`src/rtl/uart_adder_ctrl.sv`:
```
// Sequencer between the UART RX/TX and a 16-bit adder: gathers two little-endian
// operands, registers the 17-bit sum and returns it as three bytes.
module uart_adder_ctrl #(
  parameter int unsigned TIMEOUT_CYCLES = 100000
) (
  input  logic        clk_i,
  input  logic        rst_ni,
  input  logic [7:0]  rx_data_i,
  input  logic        rx_valid_i,
  output logic [7:0]  tx_data_o,
  output logic        tx_start_o,
  input  logic        tx_busy_i,
  output logic [15:0] add_a_o,
  output logic [15:0] add_b_o,
  output logic        add_cin_o,
  input  logic [15:0] add_s_i,
  input  logic        add_cout_i,
  output logic        busy_o,
  output logic        timeout_o,
  output logic        overrun_o
);

  localparam int unsigned CW = (TIMEOUT_CYCLES > 1) ? $clog2(TIMEOUT_CYCLES) : 1;
  localparam logic [CW-1:0] TC_LAST = CW'(TIMEOUT_CYCLES - 1);
  localparam logic TO_EN = (TIMEOUT_CYCLES != 0);

  typedef enum logic [3:0] {
    RX_A0, RX_A1, RX_B0, RX_B1, CALC,
    TX_S0, WT_S0, TX_S1, WT_S1, TX_C, WT_C
  } state_t;

  state_t        state_q, state_d;
  logic [CW-1:0] cnt_q, cnt_d;
  logic [15:0]   a_q, a_d, b_q, b_d, sum_q, sum_d;
  logic          cout_q, cout_d;
  logic [7:0]    tx_data_q, tx_data_d;
  logic          tx_start_q, tx_start_d;
  logic          timeout_q, timeout_d;
  logic          overrun_q, overrun_d;
  logic          wt_leave;

  always_ff @(posedge clk_i) begin
    if (!rst_ni) begin
      state_q    <= RX_A0;
      cnt_q      <= '0;
      a_q        <= '0;
      b_q        <= '0;
      sum_q      <= '0;
      cout_q     <= 1'b0;
      tx_data_q  <= '0;
      tx_start_q <= 1'b0;
      timeout_q  <= 1'b0;
      overrun_q  <= 1'b0;
    end else begin
      state_q    <= state_d;
      cnt_q      <= cnt_d;
      a_q        <= a_d;
      b_q        <= b_d;
      sum_q      <= sum_d;
      cout_q     <= cout_d;
      tx_data_q  <= tx_data_d;
      tx_start_q <= tx_start_d;
      timeout_q  <= timeout_d;
      overrun_q  <= overrun_d;
    end
  end

  // tx_start_q is high exactly in the first WT cycle, which doubles as the busy guard
  assign wt_leave = !tx_start_q && !tx_busy_i;

  always_comb begin
    state_d    = state_q;
    cnt_d      = cnt_q;
    a_d        = a_q;
    b_d        = b_q;
    sum_d      = sum_q;
    cout_d     = cout_q;
    tx_data_d  = tx_data_q;
    tx_start_d = 1'b0;
    timeout_d  = 1'b0;
    overrun_d  = 1'b0;

    case (state_q)
      RX_A0: begin
        cnt_d = '0;
        if (rx_valid_i) begin
          a_d[7:0] = rx_data_i;
          state_d  = RX_A1;
        end
      end
      RX_A1, RX_B0, RX_B1: begin
        if (rx_valid_i) begin
          cnt_d = '0;
          case (state_q)
            RX_A1:   begin a_d[15:8] = rx_data_i; state_d = RX_B0; end
            RX_B0:   begin b_d[7:0]  = rx_data_i; state_d = RX_B1; end
            default: begin b_d[15:8] = rx_data_i; state_d = CALC;  end
          endcase
        end else if (TO_EN && cnt_q == TC_LAST) begin
          cnt_d     = '0;
          timeout_d = 1'b1;
          state_d   = RX_A0;
        end else begin
          cnt_d = cnt_q + 1'b1;
        end
      end
      CALC: begin
        sum_d   = add_s_i;
        cout_d  = add_cout_i;
        state_d = TX_S0;
      end
      TX_S0: if (!tx_busy_i) begin
        tx_data_d  = sum_q[7:0];
        tx_start_d = 1'b1;
        state_d    = WT_S0;
      end
      TX_S1: if (!tx_busy_i) begin
        tx_data_d  = sum_q[15:8];
        tx_start_d = 1'b1;
        state_d    = WT_S1;
      end
      TX_C: if (!tx_busy_i) begin
        tx_data_d  = {7'b0, cout_q};
        tx_start_d = 1'b1;
        state_d    = WT_C;
      end
      WT_S0:   if (wt_leave) state_d = TX_S1;
      WT_S1:   if (wt_leave) state_d = TX_C;
      WT_C:    if (wt_leave) state_d = RX_A0;
      default: state_d = RX_A0;
    endcase

    if (rx_valid_i && !(state_q inside {RX_A0, RX_A1, RX_B0, RX_B1})) overrun_d = 1'b1;
  end

  assign tx_data_o  = tx_data_q;
  assign tx_start_o = tx_start_q;
  assign add_a_o    = a_q;
  assign add_b_o    = b_q;
  assign add_cin_o  = 1'b0;
  assign busy_o     = (state_q != RX_A0);
  assign timeout_o  = timeout_q;
  assign overrun_o  = overrun_q;

endmodule

```
`config.mk`:
```
export PLATFORM = sky130hd
export DESIGN_NAME = uart_adder_ctrl
export DESIGN_NICKNAME = d
export VERILOG_FILES = /design/src/rtl/uart_adder_ctrl.sv
export SDC_FILE = /design/constraint.sdc
export NUM_CORES = 1
export LEC_CHECK = 0
export ABC_AREA = 1
export BUFFER_PORTS_ARGS = -buffer_cell sky130_fd_sc_hd__buf_2
export CAP_MARGIN = 20
export CORE_ASPECT_RATIO = 2
export CORE_UTILIZATION = 58
export CTS_CLUSTER_DIAMETER = 30
export DETAILED_ROUTE_END_ITERATION = 10
export GPL_TIMING_DRIVEN = 0
export PLACE_DENSITY_LB_ADDON = 0.05
export SLEW_MARGIN = 40
export SYNTH_ARGS = -nofsm -noshare
export SYNTH_HDL_FRONTEND = slang
export SYNTH_SLANG_ARGS = --single-unit
```
`constraint.sdc`:
```
create_clock -name clk_i -period 2.6 [get_ports clk_i]
set_clock_uncertainty 0.05 [all_clocks]
set_input_delay 0.39 -clock clk_i [delete_from_list [all_inputs] [get_ports clk_i]]
set_output_delay 0.39 -clock clk_i [all_outputs]
set_load 0.02 [all_outputs]
```
**After elaboration in Yosys (flattened, before gate mapping)**

Cells that the tools add are included.

- Memory bits (read-only): 0
- Word-level logic and storage cells: 77
- Memories kept: 0
- Bits in latches: 0
- RAM bits: 0
- Input port bits: 29
- Output and inout port bits: 45
- Register bits: 81

- Multiplexer cells: 21
- $lt $le $gt $ge: 0
- Reduce and logical (&&, ||, !) cells: 21
- Equality and inequality tests: 19
- $add $sub $neg: 1
- Div/mod/pow operators: 0
- Bitwise operators: 3
- Shift-type cells: 0
- $mul: 0

Operators with widths:

| operator | count |
|---|---|
| $mux W4 | 9 |
| $pmux W4 S9 | 1 |
| $mux W17 | 2 |
| $pmux W17 S2 | 1 |
| $mux W8 | 3 |
| $pmux W8 S3 | 1 |
| $add A17 B1 Y17 const B | 1 |
| $eq A17 B17 Y1 const B | 1 |
| $eq A4 B3 Y1 const B | 4 |
| $ne A2 B2 Y1 const B | 7 |
| $eq A4 B4 Y1 const B | 3 |
| $reduce_and A3 Y1 | 3 |
| $reduce_or A3 Y1 | 3 |
| $eq A4 B2 Y1 const B | 2 |
| $reduce_and A8 Y1 | 1 |
| $reduce_bool A4 Y1 | 2 |
| $pmux W3 S2 | 1 |
| $eq A4 B1 Y1 const B | 1 |
| $logic_not A4 Y1 | 1 |
| $reduce_and A2 Y1 | 2 |
| $reduce_and A4 Y1 | 1 |
| $logic_not A1 Y1 | 3 |
| $mux W1 | 3 |
| $ne A3 B3 Y1 const B | 1 |
| 5 further kinds | 8 |

**Depth between registers and ports, before layout**

- Depth in word-level cells: 5
- Depth in mapped cells: 11
- Depth with buffers taken out: 11

**Least setup slack after synthesis**

No wires, ideal clock.

- Path type: register to register
- Start point: register cnt_q[0]
- End point: register cnt_q[2]
- Cell stages (with the launch flop): 12
- Clock period less this slack: 1470 ps
- Path buffers: 1
- Arrival: 1300 ps
- Required time: 2430 ps
- Library setup time: 120 ps
- Path slack: 1130 ps
- Cell sequence: dfxtp_1 ha_1 nand2_1 inv_1 nand2_1 nor2_1 nand2_1 nand2_2 nand2_2 nand2_2 buf_6 nor3_2

- Longest elaborated chain between the ends: 4
- Elaborated cells on any way between the ends: 5
- Those cells by class: add/sub (1); eq/ne (1); mux (3)

RTL lines:

| item | line | source |
|---|---|---|
| from (decl) | 33 | `logic [CW-1:0] cnt_q, cnt_d;` |
| from (signal assigned) | 56 | `cnt_q <= cnt_d;` |
| $add A17 B1 Y17 / $eq A17 B17 Y1 (equally long branches) | 104, 99 |  |
| $mux W17 * | 99 | `end else if (TO_EN && cnt_q == TC_LAST) begin` |
| $mux W17 * | 92 | `if (rx_valid_i) begin` |
| $pmux W17 S2 * | 83 | `case (state_q)` |

Mark *: on every way between the ends. The rest lies on a longest branch, timed or not.
A chain may end at the register's enable or synchronous reset.

**Worst setup path in the final report**

- Start point: register state_q[0]
- End point: register tx_data_q[1] (netlist: tx_data_o[1])

- Longest elaborated chain between the ends: 3
- Elaborated cells on any way between the ends: 9
- Those cells by class: eq/ne (6); mux (1); reduce/logical (2)

RTL lines:

| item | line | source |
|---|---|---|
| from (decl) | 32 | `state_t state_q, state_d;` |
| from (signal assigned) | 55 | `state_q <= state_d;` |
| $eq A4 B3 Y1 / $eq A4 B4 Y1 (equally long branches) | 83 |  |
| $ne A2 B2 Y1 (no source line) / $reduce_bool A3 Y1 (equally long branches) | n/a |  |
| $reduce_and A4 Y1 (no source line) | n/a |  |
| to (signal assigned) | 61 | `tx_data_q <= tx_data_d;` |
| to (decl) | 36 | `logic [7:0] tx_data_q, tx_data_d;` |

Parallel ways exist; a longest one is shown, timed or not.

==> reports/results.env <==
MAX_CLOCK_FREQ_MHz=570
INITIAL_CORE_UTIL_PCT=59.7
SYNTH_XOR_AREA_SHARE_PCT=2.07
R2R-END='tx_data_o[1]'
DIE_WIDTH_UM=56.0
RR_STARTPOINT='state_q[0]'
REG2REG_SETUP_SLACK_PS=840
VDD_DROP_MAX_V=0.000922
CTS_INSERTED_BUFFERS=9
PLACEDCELLCOUNT=584
LAYOUT.CELLS.NON_FILLER=599
CELL_LEAKAGE_POWER_nW=1.88
ANTENNA_FOUND_INITIAL=0
POWERDENSITY_mW_PER_MM2=988
WL_MET3_UM=261
SEQ_AREA_FRAC_SYNTH_PCT=48.0
VIA_PER_INST=5.26
CRITICAL_PATH_CLASS='flop to flop'
POWER.SHARE.SWITCHING_PCT=33.9
PLACE_HPWL_UM=5920
SYNTH-ADDER-AREA-SHARE_PCT=0.370
TIMING_HOLD_VIOLATIONS_FINAL=0
TRITONCTS_CLOCK_TREE='done'
POWER.SHARE.COMBINATIONAL_PCT=28.0
YOSYS.AREA_SHARE.SIMPLE_PCT=28.8
SEQCELLAREA_MM2=0.00162
DIEHEIGHT_UM=110
CLOCK_SINKS=81
MAX_CAP_VIOL_COUNT=0
GRT_MAX_DEGREE=13
ROUTED_WIRE_PER_STD_CELL_UM=13.2
WORSTSETUPSTARTPOINT='state_q[0]'
CRITICAL_PATH.MAX_FANOUT=10
CLOCK_LATENCY_PS=340
POWER_FRAC_SEQ_PCT=39.8
TNS_PS=0
MUXSHAREOFSYNTHAREA_PCT=0
HTREEDEPTH=3
DRT_WL_TOTAL_UM=7890
LAYOUT-AREA-OVERHEAD-VS-SYNTH_PCT=22.1
YS_TYPES=35
HIGHEST_LAYER='met4'
WORSTPATHARRIVAL_PS=1930
GRT.TOTAL_USAGE_PCT=27.1
WORST_SETUP_PATH_START_KIND='flop'
DR.PASS1.ITERS=4
PERIOD_SHARE_PCT=67.5
GRT_FIRST_PASS_WIRELENGTH_UM=12800
SYNTH.YOSYS.WARNINGS=0
ROOT_BUFFER='clkbuf_16'
GRT_PASS1_VIAS=2909
DRV_SLEW=0
CTSHOLDBUFFERS=0
INITIALDRTVIOLATIONCOUNT=92
ROWS=39
TIMING.HOLD.WORST.START='add_s_i[0]'
FINAL_CRITICAL_DELAY_INCLUDING_SETUP_AND_EXTERNAL_DELAYS_PS=1760
DETAILROUTE.VIA_COUNT=3151
SYNTHESIS.AREA_MM2=0.00338
STATUS='completed'
ANTENNADIODECOUNT=0
DRIVE_GT1_SHARE_PCT=23.2
SETUP_REPAIR_AFTER_GLOBAL_ROUTING_MISSED_ITS_MARGIN='no'
FINALWEIGHTEDCONGESTION=0.875
WORSTSETUPENDPOINTTYPE='flop'
DRC_ERRORS_LEFT=0
POST_SYNTH_INST_COUNT=452
IOS=74
ROUTE.MET2.WL_UM=4440
SETUP_VIOL=0
SWITCHING_POWER_mW=1.38
N_FILL_CELL=488
WORST_R2R_PATH_DEPTH=7
CLOCK_PIN_SLEW_REPORTED_FOR_THE_WORST_SETUP_AND_HOLD_PATHS_AFTER_CLOCK_TREE_SYNTHESIS_PS=60
CORE_MM2=0.00566
WORSTSETUPENDPOINT='tx_data_o[1]'
WORST_MIN_DELAY_PATH_CLASS='input pin to flop'
ROUTE.ANTENNA.REMAINING_NETS=0
DETAIL_ROUTE.WIRELENGTH.MET1_UM=3000
SHARE_OF_TOTAL_POWER_IN_THE_CLOCK_NETWORK_PCT=32.2
POWER_INTERNAL_mW=2.69
DIEAREA_MM2=0.00615
SYNTH_NETS=482
PORT_BUFFERS=71
OVERFLOW=0
CLOCK_PATH_BUFFERS=2
SYNTH.AVG_CELL_AREA_UM2=7.48
TIMING.CRITICAL_PATH.REQUIRED_PS=2770
POSTCTSSETUPREPAIRBUFS=0
SYNTH_TOP_FAMILY_BY_AREA='simple AND/OR/NAND/NOR gates'
SYNTH_COMPOUND_GATE_AREA_SHARE_PCT=14.7
YOSYS_REGISTER_BITS=81
NUM-NETS-FINAL=564
POST_CTS_RESIZED=0
MULTI_INPUT_COMB_AREA_MM2=0.00156
## cell families (layout without fill, tap and decap cells)
kind of cell	Yosys count	after routing
AO/OA/AOI/OAI	95	95
XOR/XNOR	8	8
adder cells (fa/ha/maj)	1	1
buffers and inverters	48	134
flip-flops	81	81
other	1	1
AND/OR/NAND/NOR	218	218
## metal layers
layer	track usage, %	up-vias
li1	-	1621
met1	25.8	1442
met2	52.9	73
met3	7.06	15
met4	12.2	0
met5	0	-
## final cells by class
class	count	share of cell area, %
Sequential cell	81	39.3
Multi-Input combinational cell	323	37.7
Timing Repair Buffer	71	8.61
Clock buffer	13	6.79
Inverter	34	3.09
Tap cell	61	1.85
Buffer	14	1.79
Clock inverter	2	0.849
## power by group through the flow
stage | combinational [mW] | clock, mW | sequential (mW)
after floorplan | 0.661 | 0 | 1.78
after global placement | 1.12 | 0 | 1.64
after detailed placement | 1.14 | 0 | 1.64
after CTS | 1.15 | 1.33 | 1.62
after global routing | 1.29 | 1.37 | 1.65
final | 1.14 | 1.31 | 1.62
## flip-flops by register name, indices dropped and copies added, names as in the netlist
name and count:
cnt_q 17, add_a_o 16, add_b_o 16, sum_q 16, tx_data_o 8, state_q 4
cout_q 1, overrun_o 1, timeout_o 1, tx_start_o 1
## metrics by stage
stage / util (%) / power [mW] / worst slack, ps / hold WS [ps] / instance area, um2
floorplan: - / 2.44 / 1130 / 390 / 3380
global placement: 67.3 / 2.76 / 881 / 381 / 3810
detailed placement: 67.3 / 2.79 / 841 / 393 / 3810
CTS: 72.9 / 4.10 / 833 / 216 / 4130
global route: 72.9 / 4.30 / 621 / 232 / 4130
finish: 72.9 / 4.08 / 845 / 223 / 4130
## cells in the mapped netlist
cell	n	share of area [%]
buf_2	2	0.30
xnor2_1	2	0.52
inv_2	6	0.67
nand2_2	8	1.5
nand4_1	2	0.37
conb_1	1	0.11
buf_1	1	0.11
nand3_1	11	1.6
dfxtp_1	81	48
nor3b_1	3	0.67
ha_1	1	0.37
a21oi_4	1	0.48
buf_6	2	0.67
nor3_1	6	0.89
a21boi_0	1	0.22
nand3_2	1	0.30
nand2_4	1	0.33
or2_2	1	0.19
nand2_1	52	5.8
a31oi_1	1	0.19
nor2_2	10	1.9
a21oi_1	30	4.4
inv_1	28	3.1
o21ai_0	60	8.9
xor2_1	6	1.6
o21bai_1	1	0.22
buf_4	1	0.22
nor3_2	2	0.59
nor2_8	1	0.59
o31ai_1	1	0.22
nor2_4	3	1.0
clkbuf_1	8	0.89
nand3b_1	1	0.22
nor2_1	115	13
nor4_1	1	0.19
## how the worst min path moves through the flow
stage	to	slack, ps	cells after the start
final	sum_q[0]	220	3
after CTS	sum_q[0]	220	3
after detailed placement	add_a_o[6]	390	2
after global routing	sum_q[0]	230	3
after global placement	add_a_o[2]	380	2
after floorplan	tx_data_o[1]	390	2
## worst max-delay path, cell delays in order, from the launching register on
cell and delay [ps]:
dfxtp_1 410, nand2_2 140, nor2_8 220, inv_2 80
a21oi_4 300, inv_2 150, a21oi_1 190, a21oi_1 90
## layout by cell type (no fill, tap or decap), types with 9 or more instances in the layout
cell / netlist / routed
o21ai_0: 60 / 60
buf_2: 2 / 73
nor2_1: 115 / 115
nand3_1: 11 / 11
inv_1: 28 / 28
dfxtp_1: 81 / 81
clkbuf_16: 0 / 9
a21oi_1: 30 / 30
nor2_2: 10 / 10
nand2_1: 52 / 52
No activity file was read; power rests on OpenSTA's default activity.
